--- src/rtl/keypad_pkg.sv ---
// Shared codes, state encodings and small helpers for the 4x4 keypad scanner.
package keypad_pkg;

  localparam logic [3:0] KEY_PLUS  = 4'd10;
  localparam logic [3:0] KEY_MINUS = 4'd11;
  localparam logic [3:0] KEY_MUL   = 4'd12;
  localparam logic [3:0] KEY_DIV   = 4'd13;
  localparam logic [3:0] KEY_EQ    = 4'd15;

  localparam logic [3:0] COL_IDLE  = 4'b1110;

  typedef enum logic [1:0] {
    SCAN     = 2'd0,
    PRESS_DB = 2'd1,
    HELD     = 2'd2,
    REL_DB   = 2'd3
  } kp_state_e;

  // Lowest-index low bit wins when several rows are pulled down.
  function automatic logic [1:0] low_zero(
    input logic [3:0] v
  );
    logic [1:0] r;
    r = 2'd0;
    priority case (1'b1)
      !v[0]:   r = 2'd0;
      !v[1]:   r = 2'd1;
      !v[2]:   r = 2'd2;
      !v[3]:   r = 2'd3;
      default: r = 2'd0;
    endcase
    return r;
  endfunction

  function automatic logic [3:0] col_rot(
    input logic [3:0] c
  );
    return {c[2:0], c[3]};
  endfunction

endpackage

--- src/rtl/keypad_scan_tick_gen.sv ---
// Free-running column-slot divider: one-cycle tick every DIV clocks.
module scan_tick_gen #(
  parameter int DIV = 50000
) (
  input  logic clk,
  input  logic rst_n,
  output logic tick_o
);

  localparam int W = (DIV > 1) ? $clog2(DIV) : 1;

  logic [W-1:0] cnt_q, cnt_d;

  assign tick_o = (cnt_q == W'(DIV - 1));

  always_comb begin
    cnt_d = cnt_q + W'(1);
    if (tick_o) cnt_d = '0;
  end

  always_ff @(posedge clk or negedge rst_n) begin
    if (!rst_n) cnt_q <= '0;
    else        cnt_q <= cnt_d;
  end

endmodule

--- src/rtl/keypad_scan.sv ---
// 4x4 keypad scanner with press/release debounce and one-cycle key events.
// Optional press beep enabled by defining KEYPAD_BEEP_EN.
module keypad_scan
  import keypad_pkg::*;
#(
  parameter int SCAN_DIV       = 50000,
  parameter int DEBOUNCE_TICKS = 20,
  parameter int BEEP_CYCLES    = 5000000
) (
  input  logic       clk,
  input  logic       rst_n,
  input  logic [3:0] row,
  output logic [3:0] col,
  output logic       key_valid,
  output logic [3:0] key_code,
  output logic       key_down,
  output logic       beep
);

  localparam int CW = $clog2(DEBOUNCE_TICKS + 1);
  localparam logic [CW-1:0] DT = CW'(DEBOUNCE_TICKS);

  logic          tick;
  logic [3:0]    sync1_q, sync2_q;
  kp_state_e     state_q, state_d;
  logic [3:0]    col_q, col_d;
  logic [3:0]    cand_q, cand_d;
  logic [CW-1:0] cnt_q, cnt_d, cnt_nx;
  logic          kv_q, kv_d;
  logic [3:0]    code_q, code_d;
  logic          down_q, down_d;
  logic          hit;
  logic [1:0]    cidx;

  scan_tick_gen #(
    .DIV(SCAN_DIV)
  ) u_tick (
    .clk    (clk),
    .rst_n  (rst_n),
    .tick_o (tick)
  );

  always_ff @(posedge clk or negedge rst_n) begin
    if (!rst_n) begin
      sync1_q <= 4'hF;
      sync2_q <= 4'hF;
    end else begin
      sync1_q <= row;
      sync2_q <= sync1_q;
    end
  end

  // Only the row of the candidate key on the frozen column is tracked.
  assign hit    = !sync2_q[cand_q[3:2]];
  assign cnt_nx = (cnt_q == DT) ? cnt_q : cnt_q + CW'(1);
  assign cidx   = low_zero(col_q);

  always_comb begin
    state_d = state_q;
    col_d   = col_q;
    cand_d  = cand_q;
    cnt_d   = cnt_q;
    kv_d    = 1'b0;
    code_d  = code_q;
    down_d  = down_q;
    if (tick) begin
      unique case (state_q)
        SCAN: begin
          if (sync2_q != 4'hF) begin
            cand_d  = {low_zero(sync2_q), cidx};
            cnt_d   = '0;
            state_d = PRESS_DB;
          end else begin
            col_d = col_rot(col_q);
          end
        end
        PRESS_DB: begin
          if (hit) begin
            cnt_d = cnt_nx;
            if (cnt_nx == DT) begin
              kv_d    = 1'b1;
              code_d  = cand_q;
              down_d  = 1'b1;
              state_d = HELD;
            end
          end else begin
            col_d   = col_rot(col_q);
            state_d = SCAN;
          end
        end
        HELD: begin
          if (!hit) begin
            cnt_d   = '0;
            state_d = REL_DB;
          end
        end
        REL_DB: begin
          if (hit) begin
            state_d = HELD;
          end else begin
            cnt_d = cnt_nx;
            if (cnt_nx == DT) begin
              down_d  = 1'b0;
              col_d   = col_rot(col_q);
              state_d = SCAN;
            end
          end
        end
        default: state_d = SCAN;
      endcase
    end
  end

  always_ff @(posedge clk or negedge rst_n) begin
    if (!rst_n) begin
      state_q <= SCAN;
      col_q   <= COL_IDLE;
      cand_q  <= '0;
      cnt_q   <= '0;
      kv_q    <= 1'b0;
      code_q  <= '0;
      down_q  <= 1'b0;
    end else begin
      state_q <= state_d;
      col_q   <= col_d;
      cand_q  <= cand_d;
      cnt_q   <= cnt_d;
      kv_q    <= kv_d;
      code_q  <= code_d;
      down_q  <= down_d;
    end
  end

  assign col       = col_q;
  assign key_valid = kv_q;
  assign key_code  = code_q;
  assign key_down  = down_q;

`ifdef KEYPAD_BEEP_EN
  localparam int BW = $clog2(BEEP_CYCLES + 1);

  logic [BW-1:0] beep_q, beep_d;

  // Loaded on the same edge that raises key_valid; restarts on a new press.
  always_comb begin
    beep_d = beep_q;
    if (kv_d)              beep_d = BW'(BEEP_CYCLES);
    else if (beep_q != '0) beep_d = beep_q - BW'(1);
  end

  always_ff @(posedge clk or negedge rst_n) begin
    if (!rst_n) beep_q <= '0;
    else        beep_q <= beep_d;
  end

  assign beep = (beep_q != '0);
`else
  assign beep = 1'b0;
`endif

endmodule

--- config.mk ---
export PLATFORM = sky130hd
export DESIGN_NAME = keypad_scan
export DESIGN_NICKNAME = d
export VERILOG_FILES = /design/src/rtl/keypad_pkg.sv /design/src/rtl/keypad_scan_tick_gen.sv /design/src/rtl/keypad_scan.sv
export SDC_FILE = /design/constraint.sdc
export NUM_CORES = 1
export LEC_CHECK = 0
export BUFFER_PORTS_ARGS = -buffer_cell sky130_fd_sc_hd__buf_2
export CORE_AREA = 2 2 81 83
export DETAILED_ROUTE_END_ITERATION = 12
export DIE_AREA = 0 0 83 85
export PLACE_DENSITY = 0.56
export SETUP_SLACK_MARGIN = 0.02
export SLEW_MARGIN = 20
export SYNTH_ARGS = -nofsm -noshare
export SYNTH_HDL_FRONTEND = slang
export SYNTH_SLANG_ARGS = --single-unit
export TNS_END_PERCENT = 50
--- constraint.sdc ---
create_clock -name clk -period 4.45 [get_ports clk]
set_input_delay 1.335 -clock clk [delete_from_list [all_inputs] [get_ports clk]]
set_output_delay 1.335 -clock clk [all_outputs]
set_load 0.05 [all_outputs]
# --- After elaboration in Yosys (flattened, before gate mapping) ---
# Cells that the tools add are included.
word_totals:
  wordCells: 78
  in_bits: 6
  reg_bits: 45
op_classes:
  mux: 38
  magnitude_cmp: 1
  reduce_logical: 9
  n_eq_ne: 17
  add_sub_neg: 2
  bitwise: 1
ops:
  columns: ["op", "count"]
  rows:
  - ["2-bit 2-to-1 mux", 14]
  - ["5-bit 2-to-1 mux", 5]
  - ["5-bit one-hot mux with 4 select lines", 1]
  - ["16-bit by 1-bit adder with 16-bit output (second input constant)", 1]
  - ["16-bit equality test (second input constant)", 1]
  - ["16-bit 2-to-1 mux", 1]
  - ["4-bit 2-to-1 mux", 4]
  - ["2-bit != test (second input constant)", 8]
  - ["4-bit one-hot mux with 3 select lines", 1]
  - ["6-bit AND reduction", 2]
  - ["5-bit equality test (second input constant)", 2]
  - ["5-bit AND reduction", 2]
  - ["1-bit 2-to-1 mux", 9]
  - ["2-bit one-hot mux with 4 select lines", 1]
  - ["3-bit != test (second input constant)", 2]
  - ["5-bit by 1-bit adder with 5-bit output (second input constant)", 1]
  - ["2-bit equality test (second input constant)", 2]
  - ["4-bit != test (second input constant)", 1]
  - ["4-bit AND reduction", 1]
  - ["2-bit by 3-bit < comparator with 1-bit output (second input constant)", 1]
  - ["3-bit AND reduction", 1]
  - ["3-bit nonzero test", 1]
  - ["1-bit binary-select mux with 2-bit select", 1]
  - ["2-bit by 1-bit equality test with 1-bit output (second input constant)", 1]
  - ["other kinds (4)", 4]

# --- Longest topological paths before layout ---
depth:
  word_depth: 7
  ltp_mapped: 7
  depth_no_buf: 7

# --- Cells and area by module ---
# A second synthesis with hierarchy kept.
hier_totals:
  hier_cells: 188
  hier_area_um2: 2123.3
modules_own_cells:
  columns: ["module", "cells_per_inst", "instances", "area_each_um2"]
  rows:
  - ["keypad_scan", 120, 1, 1372.6]
  - ["scan_tick_gen", 68, 1, 750.7]

# --- Worst setup path after synthesis ---
# No wires, ideal clock.
synth_timing:
  path_type: "register -> register"
  from: "register cnt_q[0]"
  to: "register code_q[0] (netlist: key_code[0])"
  path_stages_with_launch: 8
  setup_ns: 0.128
  t_required_ns: 4.322
  n_path_buf: 0
  slack_ns: 2.374
  arrival_ns: 1.948
  period_less_slack_ns: 2.076
  path_cell_list: "dfrtp_1 > inv_1 > ha_1 > and3b_1 > o211ai_1 > o2111a_1 > nand4_1 > mux2_1"
synth_between:
  elab_chain_len: 4
  word_cells_on_any_way: 5
  cone_classes: "1 x add/sub; 2 x eq/ne; 1 x mux; 1 x reduce/logical"
synth_lines:
  columns: ["item", "line", "rtl"]
  rows:
  - ["start, declared", "keypad_scan.sv:28", "logic [CW-1:0] cnt_q, cnt_d, cnt_nx;"]
  - ["start signal, assigned", "keypad_scan.sv:127", "cnt_q <= cnt_d;"]
  - ["5-bit by 1-bit adder with 5-bit output / 5-bit equality test (equally long branches)", "keypad_scan.sv:55", "assign cnt_nx = (cnt_q == DT) ? cnt_q : cnt_q + CW'(1);"]
  - ["5-bit 2-to-1 mux *", "keypad_scan.sv:55", null]
  - ["5-bit equality test *", "keypad_scan.sv:80", "if (cnt_nx == DT) begin"]
  - ["4-bit AND reduction (no source line) *", null, null]
  - ["end signal, assigned", "keypad_scan.sv:129", "code_q <= code_d;"]
  - ["end, declared", "keypad_scan.sv:30", "logic [3:0] code_q, code_d;"]
# Every way passes the cells marked *; elsewhere a longest branch is shown, timed or not.
# A chain may end at the register's enable or synchronous reset.

# --- Final worst setup path ---
layout_timing:
  from: "register col_q[1] (netlist: col[1])"
  to: "output col[1]"
layout_rtl:
  columns: ["item", "line", "rtl"]
  rows:
  - ["start, declared", "keypad_scan.sv:26", "logic [3:0] col_q, col_d;"]
  - ["start signal, assigned", "keypad_scan.sv:125", "col_q <= col_d;"]
  - ["end, declared", "keypad_scan.sv:13", "output logic [3:0] col,"]
# No word-level cell between the ends.

==> reports/results.md <==
| Stage | Parameter | Value |
| --- | --- | --- |
| setup path | Family with the most delay on the worst path | flip-flops |
| grt | Total global-route track usage | 0.134 |
| floorplanning | Die span in x | 83 um |
| placement | Sum of net half-perimeters after detailed placement | 2970 um |
| routing | Average wire length per cell after detail routing | 13.3 um |
| final layout | Commonest non-fill, non-tap cells in the layout | dfrtp_1, nand2_1, nor2_1 |
| floorplanning | Number of rows created at floorplan | 29 |
| clock network | Clock root buffer master | clkbuf_8 |
| routing | Total detailed-routing wirelength | 4250 um |
| synthesis | Fraction of the yosys area taken by sequential cells | 0.487 |
| power and ir drop | Pwr Density | 288 nW/um^2 |
| setup path | Bufs and invs on worst path | 1 |
| grt | Sum of overflow across all layers after global routing | 0 |
| final layout | Count of inserted antenna diode cells | 0 |
| clock network | Total clock sinks | 45 |
| timing | RSZ-0062 raised after global routing | false |
| synthesis | Synth area leader | dfrtp_1 |
| final layout | Area of all placed cells without fillers | 2590 sq um |
| setup path | Worst reg-to-reg path cell count | 5 |
| timing | Final-layout worst hold slack | 0.359 ns |
| synthesis | Gate Count Post-Synth | 226 |
| floorplanning | Core area | 6200 sq um |
| clock network | Number of hold-repair buffers added at the cts stage | 0 |
| timing | Clk_skew | 0.00511 ns |
| setup path | Stage delay of the slowest cell on the critical path | 0.59 ns |
| timing | Worst Tran Pin Value | 0.799 ns |
| timing | Slew margin rel. | 0.467 |
| synthesis | Syn. warnings | 0 |
| placement | Routability congestion estimate | 0.746 |
| final layout | Proportion of layout cells with a drive suffix above 1 | 0.161 |
| setup path | Signal arrival time at the worst endpoint | 1.16 ns |
| timing | Total Negative Setup Slacks | 0 ns |
| synthesis | Async set or reset register ratio after synthesis | 1.00 |
| clock network | Resized Gates After CTS | 0 |
| setup path | Worst setup path category | flop to primary output |
| synthesis | Synth Register Bits | 45 |
| setup path | Launch point of the worst reg-to-reg path | u_tick.cnt_q[0]$_DFF_PN0_ |
| placement | Port buffer count | 15 |
| routing | Remaining antenna violation count after routing | 0 |
| routing | Vias after detailed routing | 1,663 |
| floorplanning | Die area | 7060 sq um |
| min path | Count of cells along the worst hold path | 0 |
| setup path | Required time at the endpoint of the critical path | 3.12 ns |
| setup path | Crit end category | primary output |
| outcome | Run status | complete, no violations |
| synthesis | Portion of synthesized cell area occupied by the leading cell type | 0.364 |
| timing | Final number of setup-violating endpoints | 0 |
| setup path | Cell chain of the critical path | buf_2 |
| timing | Number of pins with negative max-slew slack in the final report | 0 |
| clock network | # Post-CTS Setup Buffers | 0 |
| setup path | Critical Path Source Type | flop |
| final layout | Commonest non-fill, non-tap cell in the layout | dfrtp_1 |
| grt | Largest net degree at the start of global routing | 46 |
| synthesis | Number of enable flip-flop cells after synthesis | 0 |
| routing | Number of remaining DRC errors | 0 |
| floorplanning | Height of the chip | 85 um |
| setup path | R2R Setup Slk | 2.01 ns |
| final layout | Final-layout fill cell count | 621 |
| routing | Via density per instance | 5.21 |
| clock network | CTS HTree Levels | 2 |
| clock network | Clock-pin slew on the worst setup and hold paths | 0.09 ns |
| setup path | Maximum fanout count along the critical path | 6 |
| timing | Period utilization | 0.560 |
| floorplanning | Initial core utilization | 0.377 |
| routing | First-pass DRT Iterations | 4 |
| clock network | Number of CTS-inserted buffers | 5 |
| synthesis | Primary flip-flop cell chosen by synthesis mapping | dfrtp_1 |
| synthesis | Unique cell type count in the Yosys netlist | 53 |
| placement | Post-placement cell area | 2470 sq um |
| synthesis | Synthesized net count | 239 |
| grt | Initial antenna violation count | 0 |
| setup path | Reg-to-reg endpoint | key_code[0]$_DFFE_PN0P_ |
| grt | Number of global-route vias before repair | 1,682 |
| synthesis | Area of the mapped netlist | 2340 sq um |
| routing | Initial DRC count | 61 |
| timing | Final critical delay including setup and external delays | 2.49 ns |
| timing | Hold Vio Cnt, Final | 0 |
| clock network | Clock Tree Buf Depth | 2 |
| min path | Kind of path behind the tightest hold check | flop to flop |
| clock network | CTS tree | yes |
| power and ir drop | Max IR drop VDD | 130 uV |
| setup path | Master of the slowest instance on the critical path | dfstp_2 |
| min path | Start point of the worst hold path | sync1_q[0]$_DFF_PN1_ |
| grt | Wire length of the first global-routing pass | 7910 um |
| final layout | NumNets Final | 254 |
| final layout | Synthesis-to-finish area growth | 10.6% |
| timing | Highest clock rate | 401 MHz |
| min path | Worst Hold Path EP | sync2_q[0]$_DFF_PN1_ |
| clock network | Clock insertion delay at the later pin of the skew report | 0.30 ns |
| power and ir drop | Total leakage power | 1.16 nW |
| synthesis | Synthesized area per cell | 10.4 sq um |
| floorplanning | Top Ports | 17 |
| synthesis | Ranking of synthesized cells by area | dfrtp_1, dfstp_2, ha_1 |
| job | # Max-Cap Violations | 0 |
==> area by class of cell <==
class | count | area [sq um] | area share
clock buffer | 5 | 68.8 | 0.0266
clock inverter | 3 | 46.3 | 0.0179
inverter | 11 | 41.3 | 0.0159
multi-input combinational | 163 | 1120 | 0.432
sequential | 45 | 1140 | 0.440
tap | 77 | 96.3 | 0.0372
timing repair buffer | 15 | 77.6 | 0.0300
==> flip-flops by register name, summed over array words and instances, names as in the netlist, named ones only <==
register,count
cand_q,4
cnt_q,5
col,4
key_code,4
key_down,1
key_valid,1
state_q,1
sync1_q,4
sync2_q,4
u_tick.cnt_q,16
==> routing by layer <==
metal / share of wire / GRT usage
met1: 0.51 / 0.186
met2: 0.45 / 0.209
met3: 0.028 / 0.0272
met4: 0.012 / 0.0507
met5: 0 / 0
==> worst max-delay path by stage <==
stage | start | to | slack [ns] | cells after the start
finish | col[1]$_DFFE_PN1P_ | col[1] | 1.96 | 1
global placement | u_tick.cnt_q[0]$_DFF_PN0_ | key_code[2]$_DFFE_PN0P_ | 2.05 | 5
detailed placement | u_tick.cnt_q[0]$_DFF_PN0_ | key_code[0]$_DFFE_PN0P_ | 1.99 | 5
global route | u_tick.cnt_q[0]$_DFF_PN0_ | key_code[0]$_DFFE_PN0P_ | 1.78 | 5
CTS | col[1]$_DFFE_PN1P_ | col[1] | 1.94 | 1
floorplan | cnt_q[0]$_DFFE_PN0P_ | key_code[0]$_DFFE_PN0P_ | 2.37 | 7
==> cell families (layout without fill, tap and decap cells) <==
family,after synthesis,in the layout,synth area share
muxes,9,9,0.0519
AOI/OAI and AO/OA,41,41,0.127
and+or+nand+nor,91,91,0.207
buffers and inverters,18,34,0.0348
DFF,45,45,0.487
other,1,1,0.00160
adders and majority gates,7,7,0.0374
xor gates and xnor gates,14,14,0.0524
==> power by group <==
part	switching, mW	leakage (nW)	internal [mW]	total [mW]
clock	0.143	0.0543	0.168	0.311
sequential	0.00194	0.576	0.415	0.417
combinational	0.0136	0.526	0.00392	0.0175
==> metrics by stage <==
step / power (mW) / std cells / setup WS [ns] / util
global placement: 0.443 / 311 / 2.05 / 0.398
CTS: 0.760 / 319 / 1.94 / 0.417
finish: 0.746 / 319 / 1.96 / 0.417
detailed placement: 0.443 / 311 / 1.99 / 0.398
global route: 0.782 / 319 / 1.78 / 0.417
floorplan: 0.433 / 226 / 2.37 / -
==> synthesized netlist by cell type (2+ instances only) <==
cell type,count
nand2b_1,3
o21ai_0,4
buf_2,2
nand2_1,20
nor2_1,20
and4_1,2
dfstp_2,11
mux2_1,4
mux2i_1,2
nor2b_1,5
nand4_1,5
o21ai_1,7
nand3_1,14
o2111a_1,2
and3_1,5
ha_1,7
xor2_1,8
nor3_1,3
nor4_1,2
a2bb2oi_1,4
o211ai_1,9
inv_1,11
a21oi_1,4
nor4bb_1,3
clkbuf_1,3
xnor2_1,6
dfrtp_1,34
Note: power is estimated with default switching activity, not from simulation.
